### config.mk
export PLATFORM = sky130hd
export DESIGN_NAME = ifu_dynbpu
export DESIGN_NICKNAME = d
export VERILOG_FILES = /design/src/rtl/ifu_dynbpu.sv
export SDC_FILE = /design/constraint.sdc
export NUM_CORES = 1
export LEC_CHECK = 0
export CAP_MARGIN = 20
export CORE_ASPECT_RATIO = 1.1
export CORE_MARGIN = 2
export CORE_UTILIZATION = 30
export DETAILED_ROUTE_END_ITERATION = 12
export GPL_TIMING_DRIVEN = 0
export HOLD_SLACK_MARGIN = 0.02
export SLEW_MARGIN = 30
export SYNTH_ARGS = -nofsm -noshare
export SYNTH_HDL_FRONTEND = slang
export SYNTH_SLANG_ARGS = --single-unit
### constraint.sdc
create_clock -name clk -period 4.7 [get_ports clk]
set_clock_uncertainty 0.05 [all_clocks]
set_input_delay 0.47 -clock clk [delete_from_list [all_inputs] [get_ports clk]]
set_output_delay 0.47 -clock clk [all_outputs]
set_load 0.005 [all_outputs]
### src/rtl/ifu_dynbpu.sv
// ifu_dynbpu: decode-stage predictor with 2-bit BHT; return-address stack built when E203_BPU_RAS_EN is defined
module ifu_dynbpu #(
  parameter int PC_SIZE   = 32,
  parameter int BHT_DEPTH = 64,
  parameter int RAS_DEPTH = 4
) (
  input  logic               clk,
  input  logic               rst,
  input  logic [PC_SIZE-1:0] pc,
  input  logic               dec_i_valid,
  input  logic               dec_jal,
  input  logic               dec_jalr,
  input  logic               dec_bxx,
  input  logic               dec_rvc,
  input  logic [PC_SIZE-1:0] dec_bjp_imm,
  input  logic               dec_rd_link,
  input  logic               dec_rs1_link,
  input  logic               dec_rs1_x0,
  input  logic [PC_SIZE-1:0] rf2bpu_x1,
  input  logic               x1_dep,
  input  logic               upd_valid,
  input  logic [PC_SIZE-1:0] upd_pc,
  input  logic               upd_taken,
  input  logic               upd_flush,
  output logic               prdt_taken,
  output logic [PC_SIZE-1:0] prdt_pc,
  output logic               bpu_wait
);
  localparam int IW = $clog2(BHT_DEPTH);
  logic [1:0] bht_q [BHT_DEPTH];
  logic [IW-1:0] pidx, uidx;
  logic [1:0] ucnt, ucnt_d;
  logic ret, x1_known, jalr_known, known, unused;
  logic [PC_SIZE-1:0] ras_top, op1, sum, tgt, link;
  assign pidx = pc[IW:1];
  assign uidx = upd_pc[IW:1];
  assign ucnt = bht_q[uidx];
  assign ucnt_d = upd_taken ? ((ucnt == 2'b11) ? ucnt : ucnt + 2'd1)
                            : ((ucnt == 2'b00) ? ucnt : ucnt - 2'd1);
  always_ff @(posedge clk)
    if (rst) for (int i = 0; i < BHT_DEPTH; i++) bht_q[i] <= 2'b01;
    else if (upd_valid) bht_q[uidx] <= ucnt_d;
  assign ret = dec_jalr & dec_rs1_link;
  assign link = pc + (dec_rvc ? PC_SIZE'(2) : PC_SIZE'(4));
  assign jalr_known = dec_rs1_x0 | (dec_rs1_link & x1_known);
  assign op1 = dec_jalr ? (dec_rs1_x0 ? '0 : ras_top) : pc;
  assign sum = op1 + dec_bjp_imm;
  assign tgt = dec_jalr ? {sum[PC_SIZE-1:1], 1'b0} : sum;
  assign known = dec_jal | dec_bxx | (dec_jalr & jalr_known);
  // Outputs fall back to the fetch PC whenever no target can be produced
  assign prdt_taken = dec_i_valid & (dec_jal | (dec_bxx & bht_q[pidx][1]) | (dec_jalr & jalr_known));
  assign prdt_pc = (dec_i_valid & known) ? tgt : pc;
`ifdef E203_BPU_RAS_EN
  localparam int RW = $clog2(RAS_DEPTH);
  localparam logic [RW:0] RFULL = (RW+1)'(RAS_DEPTH);
  logic [PC_SIZE-1:0] ras_q [RAS_DEPTH];
  logic [RW-1:0] ptr_q, top;
  logic [RW:0] cnt_q;
  logic fire, push, pop;
  assign top = ptr_q - RW'(1);
  assign ras_top = ras_q[top];
  assign x1_known = cnt_q != '0;
  assign bpu_wait = 1'b0;
  assign fire = dec_i_valid & ~bpu_wait;
  assign push = fire & (dec_jal | dec_jalr) & dec_rd_link;
  assign pop = fire & ret & ~dec_rd_link & x1_known;
  // A link-to-link jalr on a non-empty stack swaps the top in place
  always_ff @(posedge clk)
    if (rst | upd_flush) begin
      ptr_q <= '0;
      cnt_q <= '0;
    end else if (push & ret & x1_known) ras_q[top] <= link;
    else if (push) begin
      ras_q[ptr_q] <= link;
      ptr_q <= ptr_q + RW'(1);
      cnt_q <= (cnt_q == RFULL) ? cnt_q : cnt_q + (RW+1)'(1);
    end else if (pop) begin
      ptr_q <= top;
      cnt_q <= cnt_q - (RW+1)'(1);
    end
  assign unused = ^{rf2bpu_x1, x1_dep, upd_pc};
`else
  assign ras_top = rf2bpu_x1;
  assign x1_known = 1'b1;
  assign bpu_wait = dec_i_valid & ret & x1_dep;
  assign unused = ^{dec_rvc, dec_rd_link, upd_flush, link, upd_pc};
`endif
endmodule
# Yosys cells after proc, flatten, opt, wreduce, memory -nomap -nowiden
# Memories as Yosys holds them, arrays and structs flattened.
# Cells that the tools add are included.
totals:
  in_bits: 142
  register_bits: 0
  wordCells: 34
  output_inout_bits: 34
  n_memories: 1
  ramBits: 128
classes:
  n_eq_ne: 1
  add_sub_neg: 3
  reduce_logical: 2
  n_mux: 15
  bitwise: 12
memory_table:
  columns: ["name", "words", "width", "read_ports", "rd_clocked_by_memory_dff", "wr", "line", "rtl"]
  rows:
  - ["bht_q", 64, 2, 2, 0, 64, "30", "logic [1:0] bht_q [BHT_DEPTH];"]
op_table:
  columns: ["op", "n"]
  rows:
  - ["32-bit 2-to-1 mux", 3]
  - ["32-bit adder", 1]
  - ["2-bit 2-to-1 mux", 4]
  - ["1-bit AND", 7]
  - ["1-bit 2-to-1 mux", 7]
  - ["6-bit 2-to-1 mux", 1]
  - ["1-bit OR", 5]
  - ["2-bit by 1-bit adder with 2-bit output, second input constant", 1]
  - ["2-bit == test, second input constant", 1]
  - ["2-bit logical NOT", 1]
  - ["2-bit OR reduction", 1]
  - ["2-bit by 1-bit subtractor with 2-bit output, second input constant", 1]

# Longest topological paths before layout
# Gate-level depths: netlist of the first run.
logic_depth:
  ltp_word: 5
  depth_mapped: 15
  ltp_nobuf: 13

# Least setup slack after synthesis of the first run
# OpenSTA, ideal clock, no wires.
synth_path:
  kind: "input port to output port"
  start: "input port dec_jalr"
  end: "output port prdt_pc[28]"
  arrival_ns: 3.385
  required_ns: 4.180
  stages: 15
  path_slack_ns: 0.795
  path_buffers: 2
  cell_sequence: "nor2b_1 -> clkbuf_1 -> clkbuf_1 -> nand2_1 -> o21ai_0 -> ha_1 -> inv_1 -> fa_1 -> nor2b_1 -> o2111ai_1 -> a31o_2 -> o21ai_0 -> a21oi_1 -> or4_1 -> nand3_1"
synth_between:
  elab_chain_len: 4
  elab_cells_between_ends: 6
  classes_between: "add/sub (1); mux (2); bitwise (3)"
synth_lines:
  columns: ["element", "line", "rtl"]
  rows:
  - ["start: declaration", "12", "input logic dec_jalr,"]
  - ["parallel branches: the longest is 3 deep, another holds 32-bit adder", null, null]
  - ["32-bit 2-to-1 mux *", "52", "assign prdt_pc = (dec_i_valid & known) ? tgt : pc;"]
  - ["end: declaration", "26", "output logic [PC_SIZE-1:0] prdt_pc,"]
# Mark *: on every way between the ends.

# Worst setup path in the final report of the first run
layout_path:
  start: "input port dec_rs1_x0"
  end: "output port prdt_pc[30]"
layout_between:
  elab_chain_len: 5
  elab_cells_between_ends: 8
  classes_between: "add/sub (1); mux (3); bitwise (4)"
layout_lines:
  columns: ["element", "line", "rtl"]
  rows:
  - ["start: declaration", "18", "input logic dec_rs1_x0,"]
  - ["parallel branches: the longest is 4 deep, another holds 32-bit adder", null, null]
  - ["32-bit 2-to-1 mux *", "52", null]
# Marked as above.

==> run metrics, run 1 <==
Starting Density=30.6%; antenna violations before repair=1; max-capacitance violation count=0; layout cell share with drive strength beyond 1=a little over an eighth; PnR worst setup slack=0.147 ns; first-pass GRT wire length=55.5 mm; Crit. End Element=output port; Synth area leaders=edfxtp_1 (40%), mux4_2 (8.9%), o21ai_0 (7.2%); DRC=0; register area share after synthesis=39.8%; Setup CP Type=in2out; Core ar.=31600 µm²; Die X=between 150 and 200 µm; DR vias/cell=5.69; FP Rows=68; worst-margin pin slew=0.951 ns; io pins=176; Final period util=96.9%; largest net degree at the start of global routing=17; Critical Path RT=4.18 ns; Setup Viol. Count Final=0; Min-Delay Path Class=in2reg; CTS buffer count=17; Ys Warns=0; Layout Nets=1382; power per cell area=285 nW/µm²; synthesized flop and latch total=128; IO Port Bufs=~140; via count=9306; HPWL Detailed=28.1 mm; cell leakage power=around 4.2 nW; min cycle time layout=4.55 ns; Slew headroom=36.6%; Arr. time, crit path=4.03 ns; CTS tree=built; cts hold-fix bufs=0; RSZ-0062 raised after global routing=yes; vias in the first global route=9190; Synth async-reset ratio=0%; Slew Viols, Final=0; CTS root buffer=clkbuf_16; startpoint types=primary input; post-synth top area share=39.8%; Syn Nets=1215; peak supply drop=approximately 190 µV; gr ovfl total=0; Post-synth EDFFs=128; number of flip-flops in the largest register=around 130; Longest Clk Path Bufs=2; initial DRC count=between 900 and 1000; Reg area=3840 µm²; area of the multi-input gates=5300 µm²; Cell Area, Synth=between 9000 and 10000 µm²; pre-CTS setup slack=-1.43 ns; Cell Area, Placed=11600 µm²; Layout area overhead=27.9%; synth unique cells=67; Crit Path Max Fanout=10; Synth area leader=edfxtp_1; Detail Route Antenna Nets=0; endpoints failing hold=0; Sink Count=128; outcome=finished, final reports clean; htree depth=4; clk slew on worst S/H paths=~0.06 ns; Die Span Y=192 µm; worst-skew pair later-pin latency=0.44 ns; Top Registers=bht_q: 128 flops; DR WL/cell=22.8 µm; achievable frequency=220 MHz; Commonest cells post-synth=nand2_1 (139), o21ai_0 (139), edfxtp_1 (128); Synth Flop Type=edfxtp_1; antenna cell count=0; Syn Area/Cell=9.31 µm²; Fill cells=3120; Post-Route WL=roughly 37 mm; Largest Register=bht_q; DIE AREA=33700 µm²; Final Cell Area=12400 µm²; GPL Wtd Cong=0.985; DR pass1 iterations=5; GR Util All Layers=~22%; Synth Instances=1039
## critical path: stages
cell,delay [ns]
clkdlybuf4s50_1,0.42
nor2b_1,0.11
buf_4,0.16
buf_8,0.14
nand2_1,0.05
o21ai_0,0.07
ha_2,0.24
inv_1,0.06
fa_2,0.37
nor2b_4,0.14
o2111ai_1,0.13
a31o_2,0.32
o31ai_2,0.30
a211oi_1,0.16
xor2_1,0.17
o21ai_0,0.16
clkdlybuf4s50_1,0.54
## final timing paths
| path | from | endpoint | slack (ns) | cells past startpoint |
|---|---|---|---|---|
| worst min register to register | bht_q[21][0] | bht_q[51][0] | 1.30 | 7 |
| worst max-delay path | dec_rs1_x0 | prdt_pc[30] | 0.15 | 17 |
| worst min-delay path | upd_valid | bht_q[20][0] | 1.02 | 4 |
| worst max register to register | bht_q[15][1] | bht_q[55][0] | 1.68 | 9 |
## logic make-up after synthesis
logic type	share of synthesized area, %
AO/OA/AOI/OAI	16.2
XOR/XNOR	2.17
adder cells (fa/ha/maj)	4.71
buffers and inverters	6.99
flip-flops	39.8
multiplexers	11.0
AND/OR/NAND/NOR	19.1
## report_power, final
part / leakage, nW / switching, mW / total, mW / internal, mW
registers: 1.15 / 0.0137 / 1.30 / 1.28
logic: 2.81 / 0.585 / 1.03 / 0.448
clock network: 0.246 / 0.487 / 1.20 / 0.709
## cell usage in the layout (no fill, tap or decap), drive strengths merged, types with 4 or more instances in the layout
cell type,n
a21o,10
buf,44
ha,33
and3,6
clkdlybuf4s50,135
o21ai,140
mux4,38
clkinv,5
o22ai,4
o211ai,8
a211oi,8
xnor2,14
clkbuf,78
nor3,59
mux2i,11
nor4,4
nor2b,13
mux2,9
o31ai,4
edfxtp,128
dlymetal6s2s,5
a21oi,39
xor2,10
nor2,56
inv,46
nand4,14
a22oi,4
nand2b,4
nand2,139
nand3b,4
o21a,5
nand3,73
a31oi,7
a221oi,6
## per-layer routing
metal	up-vias	global-route usage, %	part of all wire [%]
met1	4456	27.8	40
met2	540	36.3	46
li1	4195	-	-
met5	-	0	0
met3	115	4.41	9.9
met4	0	10.8	4.7
## through the flow
step | TNS, ns | total power, mW | hold WS, ns | cells | util (%)
2_1_floorplan | 0 | 1.88 | 0.744 | 1039 | -
3_3_place_gp | -18.48 | 2.29 | 1.27 | 1600 | 36.8
3_5_place_dp | -18.33 | 2.30 | 1.28 | 1602 | 36.9
4_1_cts | 0 | 3.49 | 0.998 | 1632 | 38.8
5_1_grt | -0.0926 | 3.63 | 1.07 | 1636 | 39.2
6_report | 0 | 3.52 | 1.02 | 1636 | 39.2
## layout make-up
type	instances	area share [%]
clock inverters	8	0.556
plain buffers	92	4.23
repair buffers	150	12.1
flip-flops and latches	128	31.1
multi-input cells	771	42.8
well taps	420	4.25
clock buffers	21	3.56
inverters	46	1.40
## repair_timing
action	4_1_cts	5_1_grt
pin swaps	3	7
buffers inserted	2	5
gates resized for setup	29	29
setup endpoints to repair	26	19
Power figures use the tool's default switching activity.
==> run 2: changes to the inputs <==
--- a/config.mk
+++ b/config.mk
@@ -12,6 +12,7 @@
 export DETAILED_ROUTE_END_ITERATION = 12
 export GPL_TIMING_DRIVEN = 0
 export HOLD_SLACK_MARGIN = 0.02
+export REMOVE_ABC_BUFFERS = 1
 export SLEW_MARGIN = 30
 export SYNTH_ARGS = -nofsm -noshare
 export SYNTH_HDL_FRONTEND = slang
==> run 2 against run 1 <==
Cell count fell by 4.9%. Critical path depth fell by 1. Die area did not move. Highest routed layer unchanged. Clock power rose by 4%. Largest power group unchanged. Sequential power barely moved. Register-to-register slack got worse by 0.19 ns. Cell area fell by 2.6%. Count of clock-buffer cells in the layout fell by 3. Global-route usage fell by 3.3 points. Sequential share of layout area rose by 0.83 points. Utilization fell by 1.0 points.
==> run metrics, run 2 (synthesized netlist as in run 1, its figures left out) <==
outcome=finished, final reports clean; Fill cells=between 3000 and 4000; most frequent cells in the layout=nand2_1 (139), clkdlybuf4s50_1 (139), o21ai_0 (135), edfxtp_1 (128), nand3_1 (69); FF-to-FF End=bht_q[51][0]; htree depth=4; DRC=0; Min-Delay Path Class=in2reg; DR pass1 iterations=7; startpoint types=primary input; cell leakage power=4.01 nW; Largest stage delay, worst path=approximately 0.5 ns; Crit. End Element=output port; vias in the first global route=8516; FP Rows=68; Hold EP=bht_q[34][0]; number of flip-flops in the largest register=roughly 130; clk slew on worst S/H paths=approximately 0.060 ns; Top Registers=bht_q: 128 flops; Worst path top cell family by delay=buffers and inverters; hold slack=0.870 ns; Sink Count=~130; Die X=175 µm; max-capacitance violation count=0; Detail Route Antenna Nets=0; worst path bufs/invs=4; IO Port Bufs=146; Worst Reg-to-Reg Cells=7; min cycle time layout=4.57 ns; first-pass GRT wire length=roughly 50 mm; Largest Register=bht_q; CTS root buffer=clkbuf_16; via count=8662; DIE AREA=33700 µm²; Starting Density=30.6%; Slew headroom=30.8%; CP cell instances=clkdlybuf4s50_1, nor2b_4, clkbuf_16, nand2_1, o21ai_0, ha_2, inv_1, fa_2, nor2b_4, o2111ai_2, a31o_4, o21ai_4, a21oi_4, or4_1, nand3_1, clkdlybuf4s50_1; worst-margin pin slew=1.03 ns; Post-Route WL=31.9 mm; Final period util=97.3%; Layout area overhead=24.6%; Arr. time, crit path=4.05 ns; HPWL Detailed=around 22 mm; worst reg2reg startpoint=bht_q[15][1]; Cell Area, Placed=11300 µm²; DR WL/cell=20.5 µm; io pins=~180; DR vias/cell=5.57; GR Util All Layers=18.8%; initial DRC count=733; achievable frequency=219 MHz; Crit Path Max Fanout=12; Critical-path top delay cell=clkdlybuf4s50_1; endpoints failing hold=0; Setup Viol. Count Final=0; Critical Path RT=approximately 4.2 ns; GPL Wtd Cong=approximately 0.90; Hold Path Stages=3; CTS buffer count=17; Core ar.=31600 µm²; worst-skew pair later-pin latency=0.42 ns; R2R setup slack=1.49 ns; power per cell area=288 nW/µm²; worst hold start=rst; gr ovfl total=0; Die Span Y=about 190 µm; layout cell share with drive strength beyond 1=between 10 and 15%; antenna violations before repair=0; Setup CP Type=in2out; Slew Viols, Final=0; CTS tree=built; antenna cell count=0; peak supply drop=194 µV; largest net degree at the start of global routing=65; Longest Clk Path Bufs=2; Final Cell Area=~12000 µm²; Layout Nets=1300
[run 2: cell type report]
| cell class | count | area [µm²] | share of cell area [%] |
|---|---|---|---|
| Timing Repair Buffer | 160 | 1640 | 13.6 |
| Sequential cell | 128 | 3840 | 31.9 |
| Clock inverter | 13 | 123 | 1.02 |
| Tap cell | 420 | 526 | 4.36 |
| Clock buffer | 18 | 429 | 3.56 |
| Multi-Input combinational cell | 771 | 5310 | 44.1 |
| Inverter | 46 | 175 | 1.45 |
[run 2: worst max-delay path by stage]
| stage | start | endpoint | cells past startpoint |
|---|---|---|---|
| final | dec_rs1_x0 | prdt_pc[28] | 16 |
| after CTS | dec_rs1_x0 | prdt_pc[22] | 16 |
| after global routing | dec_rs1_x0 | prdt_pc[31] | 13 |
| after global placement | dec_jalr | prdt_pc[5] | 6 |
| after detailed placement | dec_jalr | prdt_pc[22] | 16 |
| after floorplan | dec_rs1_x0 | prdt_pc[24] | 5 |
[run 2: metrics by stage]
stage          TNS, ns  std cells  setup WS, ns  utilization, %  total power, mW
2_1_floorplan        0        945         0.118               -             1.79
3_3_place_gp   -265.29       1511         -3.81            35.3             2.20
3_5_place_dp     -7.48       1520         -1.04            35.9             2.21
4_1_cts              0       1554        0.0512            37.9             3.46
5_1_grt        -0.0711       1556       -0.0518            38.2             3.61
6_report             0       1556         0.126            38.2             3.47
[run 2: where the power goes]
group / switching, mW / internal (mW) / total (mW)
clock: 0.482 / 0.766 / 1.25
combinational: 0.527 / 0.402 / 0.930
sequential: 0.0137 / 1.28 / 1.30
[run 2: worst min-delay path: cells and delay by family]
kind | cells | cell delay [ns]
and+or+nand+nor | 1 | 0.11
buffers and inverters | 2 | 0.61
[run 2: what timing repair did]
item / in CTS / in global routing
pin swaps: 3 / 2
buffers inserted: 3 / 1
hold buffers: 0 / 0
gates cloned: 0 / 1
endpoints found under the setup margin: 18 / 10
gates resized for setup: 11 / 17
[run 2: metal layers]
metal | global-route usage (%) | part of all wire [%] | vias up
li1 | - | - | 4047
met1 | 24.0 | 40 | 4107
met2 | 31.3 | 48 | 450
met3 | 3.80 | 9.2 | 58
met4 | 7.02 | 2.7 | 0
met5 | 0 | 0 | -
